[config.mk]
export PLATFORM = sky130hd
export DESIGN_NAME = mem_arbiter
export DESIGN_NICKNAME = d
export VERILOG_FILES = /design/src/rtl/mem_arbiter.sv
export SDC_FILE = /design/constraint.sdc
export NUM_CORES = 1
export LEC_CHECK = 0
export BUFFER_PORTS_ARGS = -buffer_cell sky130_fd_sc_hd__buf_2
export CAP_MARGIN = 5
export CORE_AREA = 2 2 125 127
export DETAILED_ROUTE_END_ITERATION = 8
export DIE_AREA = 0 0 127 129
export GPL_TIMING_DRIVEN = 0
export PLACE_DENSITY = 0.68
export SKIP_LAST_GASP = 1
export SLEW_MARGIN = 20
export SYNTH_ARGS = -nofsm -noshare
export SYNTH_HDL_FRONTEND = slang
export SYNTH_SLANG_ARGS = --single-unit
[constraint.sdc]
create_clock -name clk -period 1.6 [get_ports clk]
set_input_delay 0.16 -clock clk [delete_from_list [all_inputs] [get_ports clk]]
set_output_delay 0.16 -clock clk [all_outputs]
set_load 0.02 [all_outputs]
[src/rtl/mem_arbiter.sv]
// mem_arbiter: shares one 512-word synchronous memory between the CPU
// datapath port (cpu) and a debug/loader port (dbg).
// Requests are served one at a time with round-robin priority. Byte
// addresses become word indices. Accesses that are misaligned or out of
// range are rejected without touching memory.
// Ports:
//   clk, rst_n                  clock, async active-low reset
//   cpu_* / dbg_*               req/we/addr/wdata/wstrb in; gnt/ack/rdata/err out
//   mem_en/we/addr/wdata/wstrb  memory command, registered
//   mem_rdata                   memory read data, one cycle after mem_en
//   busy                        a transaction is in ISSUE or RESP
//   cpu_cnt, dbg_cnt            saturating count of completed transactions
module mem_arbiter #(
    parameter int unsigned MEM_WORDS = 512,
    parameter int unsigned IDX_W     = 9
) (
    input  logic             clk,
    input  logic             rst_n,

    input  logic             cpu_req,
    input  logic             cpu_we,
    input  logic [31:0]      cpu_addr,
    input  logic [31:0]      cpu_wdata,
    input  logic [3:0]       cpu_wstrb,
    output logic             cpu_gnt,
    output logic             cpu_ack,
    output logic [31:0]      cpu_rdata,
    output logic             cpu_err,

    input  logic             dbg_req,
    input  logic             dbg_we,
    input  logic [31:0]      dbg_addr,
    input  logic [31:0]      dbg_wdata,
    input  logic [3:0]       dbg_wstrb,
    output logic             dbg_gnt,
    output logic             dbg_ack,
    output logic [31:0]      dbg_rdata,
    output logic             dbg_err,

    output logic             mem_en,
    output logic             mem_we,
    output logic [IDX_W-1:0] mem_addr,
    output logic [31:0]      mem_wdata,
    output logic [3:0]       mem_wstrb,
    input  logic [31:0]      mem_rdata,

    output logic             busy,
    output logic [15:0]      cpu_cnt,
    output logic [15:0]      dbg_cnt
);

    localparam int unsigned CNT_W    = 16;
    localparam int unsigned ADDR_LIM = MEM_WORDS * 4;

    typedef enum logic [1:0] {
        ST_IDLE  = 2'd0,
        ST_ISSUE = 2'd1,
        ST_RESP  = 2'd2
    } state_e;

    state_e             state_q, state_d;
    logic               last_q, last_d;     // 1: dbg was granted last
    logic               owner_q, owner_d;   // 1: dbg owns the transaction
    logic               we_q, we_d;
    logic               bad_q, bad_d;
    logic               cpu_gnt_q, cpu_gnt_d;
    logic               dbg_gnt_q, dbg_gnt_d;
    logic               cpu_ack_q, cpu_ack_d;
    logic               dbg_ack_q, dbg_ack_d;
    logic               cpu_err_q, cpu_err_d;
    logic               dbg_err_q, dbg_err_d;
    logic               cpu_rd_q, cpu_rd_d;  // ack carries memory read data
    logic               dbg_rd_q, dbg_rd_d;
    logic               mem_en_q, mem_en_d;
    logic               mem_we_q, mem_we_d;
    logic [IDX_W-1:0]   mem_addr_q, mem_addr_d;
    logic [31:0]        mem_wdata_q, mem_wdata_d;
    logic [3:0]         mem_wstrb_q, mem_wstrb_d;
    logic               busy_q, busy_d;
    logic [CNT_W-1:0]   cpu_cnt_q, cpu_cnt_d;
    logic [CNT_W-1:0]   dbg_cnt_q, dbg_cnt_d;

    logic               pick_dbg;
    logic               any_req;
    logic               sel_we;
    logic [31:0]        sel_addr;
    logic [31:0]        sel_wdata;
    logic [3:0]         sel_wstrb;
    logic               sel_bad;

    // Round-robin winner and its command, used at arbitration points.
    always_comb begin
        any_req   = cpu_req | dbg_req;
        pick_dbg  = dbg_req & (~cpu_req | ~last_q);
        sel_we    = pick_dbg ? dbg_we    : cpu_we;
        sel_addr  = pick_dbg ? dbg_addr  : cpu_addr;
        sel_wdata = pick_dbg ? dbg_wdata : cpu_wdata;
        sel_wstrb = pick_dbg ? dbg_wstrb : cpu_wstrb;
        sel_bad   = (sel_addr[1:0] != 2'b00) || (sel_addr >= 32'(ADDR_LIM));
    end

    // Next-state and registered-output logic.
    always_comb begin
        state_d     = state_q;
        last_d      = last_q;
        owner_d     = owner_q;
        we_d        = we_q;
        bad_d       = bad_q;
        cpu_gnt_d   = 1'b0;
        dbg_gnt_d   = 1'b0;
        cpu_ack_d   = 1'b0;
        dbg_ack_d   = 1'b0;
        cpu_err_d   = 1'b0;
        dbg_err_d   = 1'b0;
        cpu_rd_d    = 1'b0;
        dbg_rd_d    = 1'b0;
        mem_en_d    = 1'b0;
        mem_we_d    = 1'b0;
        mem_addr_d  = '0;
        mem_wdata_d = '0;
        mem_wstrb_d = '0;
        cpu_cnt_d   = cpu_cnt_q;
        dbg_cnt_d   = dbg_cnt_q;

        case (state_q)
            ST_IDLE, ST_RESP: begin
                if (any_req) begin
                    state_d   = ST_ISSUE;
                    owner_d   = pick_dbg;
                    last_d    = pick_dbg;
                    we_d      = sel_we;
                    bad_d     = sel_bad;
                    cpu_gnt_d = ~pick_dbg;
                    dbg_gnt_d = pick_dbg;
                    // Rejected accesses never reach the memory.
                    if (!sel_bad) begin
                        mem_en_d   = 1'b1;
                        mem_we_d   = sel_we;
                        mem_addr_d = sel_addr[IDX_W+1:2];
                        if (sel_we) begin
                            mem_wdata_d = sel_wdata;
                            mem_wstrb_d = sel_wstrb;
                        end
                    end
                end else begin
                    state_d = ST_IDLE;
                end
            end
            ST_ISSUE: begin
                state_d = ST_RESP;
                if (owner_q) begin
                    dbg_ack_d = 1'b1;
                    dbg_err_d = bad_q;
                    dbg_rd_d  = ~bad_q & ~we_q;
                    if (dbg_cnt_q != {CNT_W{1'b1}}) begin
                        dbg_cnt_d = dbg_cnt_q + CNT_W'(1);
                    end
                end else begin
                    cpu_ack_d = 1'b1;
                    cpu_err_d = bad_q;
                    cpu_rd_d  = ~bad_q & ~we_q;
                    if (cpu_cnt_q != {CNT_W{1'b1}}) begin
                        cpu_cnt_d = cpu_cnt_q + CNT_W'(1);
                    end
                end
            end
            default: begin
                state_d = ST_IDLE;
            end
        endcase

        busy_d = (state_d != ST_IDLE);
    end

    // State and output registers.
    always_ff @(posedge clk or negedge rst_n) begin
        if (!rst_n) begin
            state_q     <= ST_IDLE;
            last_q      <= 1'b1;
            owner_q     <= 1'b0;
            we_q        <= 1'b0;
            bad_q       <= 1'b0;
            cpu_gnt_q   <= 1'b0;
            dbg_gnt_q   <= 1'b0;
            cpu_ack_q   <= 1'b0;
            dbg_ack_q   <= 1'b0;
            cpu_err_q   <= 1'b0;
            dbg_err_q   <= 1'b0;
            cpu_rd_q    <= 1'b0;
            dbg_rd_q    <= 1'b0;
            mem_en_q    <= 1'b0;
            mem_we_q    <= 1'b0;
            mem_addr_q  <= '0;
            mem_wdata_q <= '0;
            mem_wstrb_q <= '0;
            busy_q      <= 1'b0;
            cpu_cnt_q   <= '0;
            dbg_cnt_q   <= '0;
        end else begin
            state_q     <= state_d;
            last_q      <= last_d;
            owner_q     <= owner_d;
            we_q        <= we_d;
            bad_q       <= bad_d;
            cpu_gnt_q   <= cpu_gnt_d;
            dbg_gnt_q   <= dbg_gnt_d;
            cpu_ack_q   <= cpu_ack_d;
            dbg_ack_q   <= dbg_ack_d;
            cpu_err_q   <= cpu_err_d;
            dbg_err_q   <= dbg_err_d;
            cpu_rd_q    <= cpu_rd_d;
            dbg_rd_q    <= dbg_rd_d;
            mem_en_q    <= mem_en_d;
            mem_we_q    <= mem_we_d;
            mem_addr_q  <= mem_addr_d;
            mem_wdata_q <= mem_wdata_d;
            mem_wstrb_q <= mem_wstrb_d;
            busy_q      <= busy_d;
            cpu_cnt_q   <= cpu_cnt_d;
            dbg_cnt_q   <= dbg_cnt_d;
        end
    end

    assign cpu_gnt   = cpu_gnt_q;
    assign dbg_gnt   = dbg_gnt_q;
    assign cpu_ack   = cpu_ack_q;
    assign dbg_ack   = dbg_ack_q;
    assign cpu_err   = cpu_err_q;
    assign dbg_err   = dbg_err_q;
    // Memory data arrives in RESP, so it is gated by a registered enable.
    assign cpu_rdata = cpu_rd_q ? mem_rdata : 32'h0;
    assign dbg_rdata = dbg_rd_q ? mem_rdata : 32'h0;
    assign mem_en    = mem_en_q;
    assign mem_we    = mem_we_q;
    assign mem_addr  = mem_addr_q;
    assign mem_wdata = mem_wdata_q;
    assign mem_wstrb = mem_wstrb_q;
    assign busy      = busy_q;
    assign cpu_cnt   = cpu_cnt_q;
    assign dbg_cnt   = dbg_cnt_q;

endmodule

Word level (Yosys, flattened, before mapping) --
Index checks and enable logic that the tools add are counted.
Operators by class: add/subtract/negate cells 2, order comparisons 1, equal/unequal tests 4, muxes and demuxes 41, bitwise logic cells 10, reductions and logical operators 8
Operators with widths (count):
- 32-bit 2-to-1 mux | 8
- 16-bit by 1-bit adder with 16-bit output (second input constant) | 2
- 32-bit by 12-bit greater-or-equal comparator with 1-bit output (second input constant) | 1
- 16-bit inequality test (second input constant) | 2
- 9-bit 2-to-1 mux | 3
- 1-bit 2-to-1 mux | 24
- 4-bit 2-to-1 mux | 5
- 1-bit NOT | 6
- 3-bit AND reduction | 2
- 2-bit one-hot mux with 2 select lines | 1
- 2-bit nonzero test | 2
- 1-bit bitwise AND | 2
- 2-bit by 1-bit == test with 1-bit output (second input constant) | 1
- 2-bit == test (second input constant) | 1
- 2-bit logical NOT | 1
- 1-bit bitwise OR | 2
- 2-bit AND reduction | 1
- 2-bit OR reduction | 1
- 1-bit logical OR | 1
Word-level totals: flip-flop bits (word level) 94, output and inout bits 150

Depth between registers and ports, before layout --
word-level depth 9, depth in mapped cells 6, mapped depth without buffers 5

Worst setup path after synthesis --
Ideal clock, no wire load.
path kind register to register, start register dbg_cnt_q[0] (netlist: dbg_cnt[0]), end register dbg_cnt_q[1] (netlist: dbg_cnt[1]), setup time 0.125 ns, data arrival time 1.654 ns, path slack -0.179 ns, cell stages (with the launch flop) 6, path buffers 0, cells stage by stage dfrtp_1 -> ha_1 -> nand3_1 -> nor4_4 -> nor2_2 -> mux2_2
Between the ends: longest elaborated chain between the ends 2
Ends and longest elaborated chain:
- start, declared | RTL line 81 | logic [CNT_W-1:0] dbg_cnt_q, dbg_cnt_d;
- start signal, assigned | RTL line 220 | dbg_cnt_q <= dbg_cnt_d;
- parallel branches: the longest is 2 deep, another holds 16-bit by 1-bit adder with 16-bit output
Parallel ways; which one is timed is not known. A chain may end at the register's enable or synchronous reset.

Worst setup path after layout --
start register last_q, end register mem_wdata_q[31] (netlist: mem_wdata[31])
Between the ends: longest elaborated chain between the ends 9
Ends and longest elaborated chain:
- start, declared | RTL line 62 | logic last_q, last_d;
- start signal, assigned | RTL line 201 | last_q <= last_d;
- 1-bit NOT * | RTL line 94 | pick_dbg = dbg_req & (~cpu_req | ~last_q);
- 1-bit bitwise OR * | RTL line 94
- 1-bit bitwise AND * | RTL line 94
- 32-bit 2-to-1 mux | RTL line 96 | sel_addr = pick_dbg ? dbg_addr : cpu_addr;
- 32-bit by 12-bit greater-or-equal comparator with 1-bit output / 2-bit nonzero test (equally long branches) | RTL line 99 | sel_bad = (sel_addr[1:0] != 2'b00) || (sel_addr >= 32'(ADDR_LIM));
- 1-bit logical OR | RTL line 99
- 32-bit 2-to-1 mux * | RTL line 136 | if (!sel_bad) begin
- 32-bit 2-to-1 mux * | RTL line 127 | if (any_req) begin
- 32-bit 2-to-1 mux * | RTL line 125 | case (state_q)
- via mem_wdata_d[31] | RTL line 77 | logic [31:0] mem_wdata_q, mem_wdata_d;
- end signal, assigned | RTL line 216 | mem_wdata_q <= mem_wdata_d;
- end, declared | RTL line 77
The timed path passes the listed nets; every way through them passes the cells marked *.

==> summary.md <==
| Metric | Value |
|---|---|
| Setup Skew | `~0.0080 ns` |
| Max-slew violations | `0` |
| Die height | `about 130 um` |
| Hold Path Class | `input pin to register` |
| Clock Path Buffers | `2` |
| DR WL/cell | `17.0 um` |
| Clock insertion delay at the later pin of the skew report | `about 0.34 ns` |
| H-tree levels | `3` |
| WS Path Type | `register to register` |
| Mapped Nets | `590` |
| Status | `completed` |
| Final antenna-violating net count | `0` |
| Hpwl dp | `about 13,000 um` |
| Root Buffer | `clkbuf_16` |
| Post-DR vias/cell | `4.71` |
| Syn-to-layout area delta | `61.2%` |
| Number of global-route vias before repair | `4,396` |
| Largest net degree at the start of global routing | `57` |
| Grt ovf | `0` |
| CP required | `1.86 ns` |
| Crit. End Element | `register` |
| Slowest stage delay, CP | `about 0.55 ns` |
| Final #Nets | `951` |
| Via Count | `between 4,000 and 5,000` |
| First-pass GRT wire length | `between 20,000 and 25,000 um` |
| Post-DP Area | `~0.0065 sq mm` |
| Netlist area before placement | `about 0.0046 sq mm` |
| Post-synth EDFFs | `0` |
| Async SR Flop Fraction | `1.00` |
| Fin area | `~0.0074 sq mm` |
| Pwr Total | `approximately 6.5 mW` |
| Slew HR | `0.755` |
| Reg area | `approximately 0.0024 sq mm` |
| Peak Freq | `627 MHz` |
| I/O Buffers | `around 320` |
| Top FF cell, synth | `dfrtp_1` |
| Total negative slack | `0 ns` |
| Pleak | `a little over 4 nW` |
| CTS sink count | `94` |
| Residual DRC count | `0` |
| Crit-path cells | `a21boi_4 > nand3b_1 > o22a_1 > buf_6 > buf_4 > nor3_1` |
| Yosys cell types | `39` |
| Met3 Use GR | `0.0387` |
| Crit-path max FO | `6` |
| Routability Congestion | `0.901` |
| Post-Synthesis Cells | `about 410` |
| Number of buffers created by CTS | `9` |
| PnR worst setup slack | `0.00636 ns` |
| GR Util met2 | `0.393` |
| Share of cells above drive strength 1 | `0.586` |
| # rows | `between 40 and 50` |
| Die area | `approximately 0.016 sq mm` |
| Maximum vdd drop | `roughly 0.55 mV` |
| Dpl ws | `-0.258 ns` |
| Ports | `roughly 320` |
| Pre-antenna DRT Iters | `4` |
| Hold Vio Cnt, Final | `0` |
| FF+latch count, synth | `94` |
| CP Launch Type | `register` |
| Post-synthesis sequential area ratio | `0.515` |
| Min Tclk post-route | `roughly 1.6 ns` |
| Final setup vio count | `0` |
| CORE AREA | `0.0150 sq mm` |
| Reg clk slew, reported paths | `around 0.08 ns` |
| Antenna violations before repair | `4` |
| Final cycle utilization of the critical path | `0.996` |
| Met1 Use GR | `0.186` |
| Avg Cell Area, Syn | `11.0 sq um` |
| CP max stage cell | `dfstp_2` |
| Fillers | `1,410` |
| Wirelength, routed | `16,500 um` |
| Worst-margin pin slew | `~0.36 ns` |
| Max_cap viols | `0` |
| DIE WIDTH | `between 100 and 150 um` |
| CTS tree | `done` |
| PwrDens | `around 900 mW/mm^2` |
| DRT iter0 DRCs | `150` |
| RSZ-0062 raised after global routing | `yes` |
| Crit path DAT | `between 1.5 and 2 ns` |
| Multi-input gate area | `between 0.002 and 0.0025 sq mm` |
| Yosys warns | `0` |
| Most Crowded Layer GR | `met2` |
| Starting Density | `0.305` |
| Global Route Usage Sum | `0.192` |
[worst max-delay path: cells and delay by family, from the launching register on]
family | cells | cell delay (ns)
AOI/OAI and AO/OA | 2 | 0.30
buffers and inverters | 2 | 0.29
and+or+nand+nor | 2 | 0.37
DFF | 1 | 0.55
[synthesized netlist by cell type (2+ instances only)]
library cell | n | area, sq um
dfrtp_1 | 93 | 2330
and2_1 | 67 | 419
nor3_1 | 59 | 295
mux2i_1 | 45 | 450
xor2_1 | 25 | 219
nor4_1 | 17 | 106
nand2_1 | 11 | 41.3
nand3_1 | 11 | 55.1
buf_2 | 10 | 50.1
clkbuf_1 | 10 | 37.5
nand4_1 | 9 | 56.3
nor2_1 | 9 | 33.8
inv_1 | 4 | 15.0
mux2_2 | 4 | 45.0
a31oi_1 | 3 | 18.8
and3_1 | 3 | 18.8
and4_1 | 3 | 26.3
nor3b_1 | 3 | 22.5
xnor2_1 | 3 | 26.3
a21o_1 | 2 | 15.0
a21oi_1 | 2 | 10.0
ha_1 | 2 | 25.0
nand4_4 | 2 | 42.5
nor4_4 | 2 | 42.5
[path summary, 6_finish.rpt]
path / from / end / slack (ns) / cells after the start
worst max register to register: last_q / mem_wdata[31] / 0.006 / 6
max in group asynchronous: rst_n / last_q / 0.66 / 3
worst min-delay path: dbg_wdata[24] / mem_wdata[24] / 0.09 / 3
worst max-delay path: last_q / mem_wdata[31] / 0.006 / 6
worst min register to register: dbg_cnt[13] / dbg_cnt[13] / 0.51 / 1
min in group asynchronous: rst_n / mem_wdata[4] / 0.31 / 2
[placed cells by master, fill, tap and decap left out, drive strengths merged]
master	n
ha	2
nand3	11
a21oi	2
diode	3
nor3	59
o2111ai	1
nand4	12
xor2	25
nor4b	1
and3	3
clkinvlp	1
dlygate4sd3	1
mux2	4
and4	3
o21bai	1
buf	359
o21ai	1
mux2i	45
and2	67
nor4	19
nor2b	1
clkinv	4
a311oi	1
nor2	10
a31oi	3
nor3b	4
o22a	1
dfstp	1
a21boi	1
inv	6
a21o	2
nand2	11
nand3b	2
dfrtp	93
clkbuf	20
xnor2	3
[registers in the layout, indices dropped and copies added (netlist names)]
| signal | flops |
|---|---|
| bad_q | 1 |
| busy | 1 |
| cpu_ack | 1 |
| cpu_cnt | 16 |
| cpu_err | 1 |
| cpu_gnt | 1 |
| cpu_rd_q | 1 |
| dbg_ack | 1 |
| dbg_cnt | 16 |
| dbg_err | 1 |
| dbg_gnt | 1 |
| dbg_rd_q | 1 |
| last_q | 1 |
| mem_addr | 9 |
| mem_en | 1 |
| mem_wdata | 32 |
| mem_we | 1 |
| mem_wstrb | 4 |
| owner_q | 1 |
| state_q | 2 |
| we_q | 1 |
[kinds of logic after synthesis]
family	Yosys count	synth area share
AOI/OAI and AO/OA	13	0.0205
xor gates and xnor gates	28	0.0537
adders and majority gates	2	0.00548
buffers and inverters	25	0.0241
DFF	94	0.515
muxes	49	0.108
and+or+nand+nor	203	0.273
[timing repair]
action | 4_1_cts | 5_1_grt
hold buffers | 1 | 0
pin swaps | 5 | 9
resized for setup | 44 | 54
setup endpoints to repair | 76 | 107
hold endpoints to repair | 38 | 0
buffers inserted | 10 | 15
[metal layers]
metal,part of all wire,routed length [um]
met5,0.00097,16
met2,0.58,9620
met3,0.065,1080
met1,0.33,5400
met4,0.024,388
[through the flow]
step / hold slack (ns) / utilization / cells
floorplan: -0.136 / - / 414
global placement: 0.450 / 0.429 / 925
detailed placement: 0.0883 / 0.432 / 926
CTS: 0.0743 / 0.471 / 953
global route: 0.0934 / 0.492 / 970
finish: 0.0915 / 0.492 / 971
[power breakdown]
| group | switching (mW) | total (mW) | internal (mW) | leakage, nW |
|---|---|---|---|---|
| clock network | 1.05 | 2.16 | 1.11 | 0.148 |
| logic | 0.790 | 1.47 | 0.684 | 2.73 |
| registers | 0.273 | 2.84 | 2.57 | 1.26 |
| total | 2.11 | 6.47 | 4.36 | 4.13 |
[final cells by class]
class / count / share of cell area
repair buffers: 350 / 0.253
multi-input cells: 295 / 0.324
clock inverters: 7 / 0.0107
plain buffers: 21 / 0.0243
inverters: 4 / 0.00255
clock buffers: 9 / 0.0306
well taps: 188 / 0.0319
flip-flops and latches: 94 / 0.322
diodes: 3 / 0.00102
Note: power is estimated with default switching activity, not from simulation.
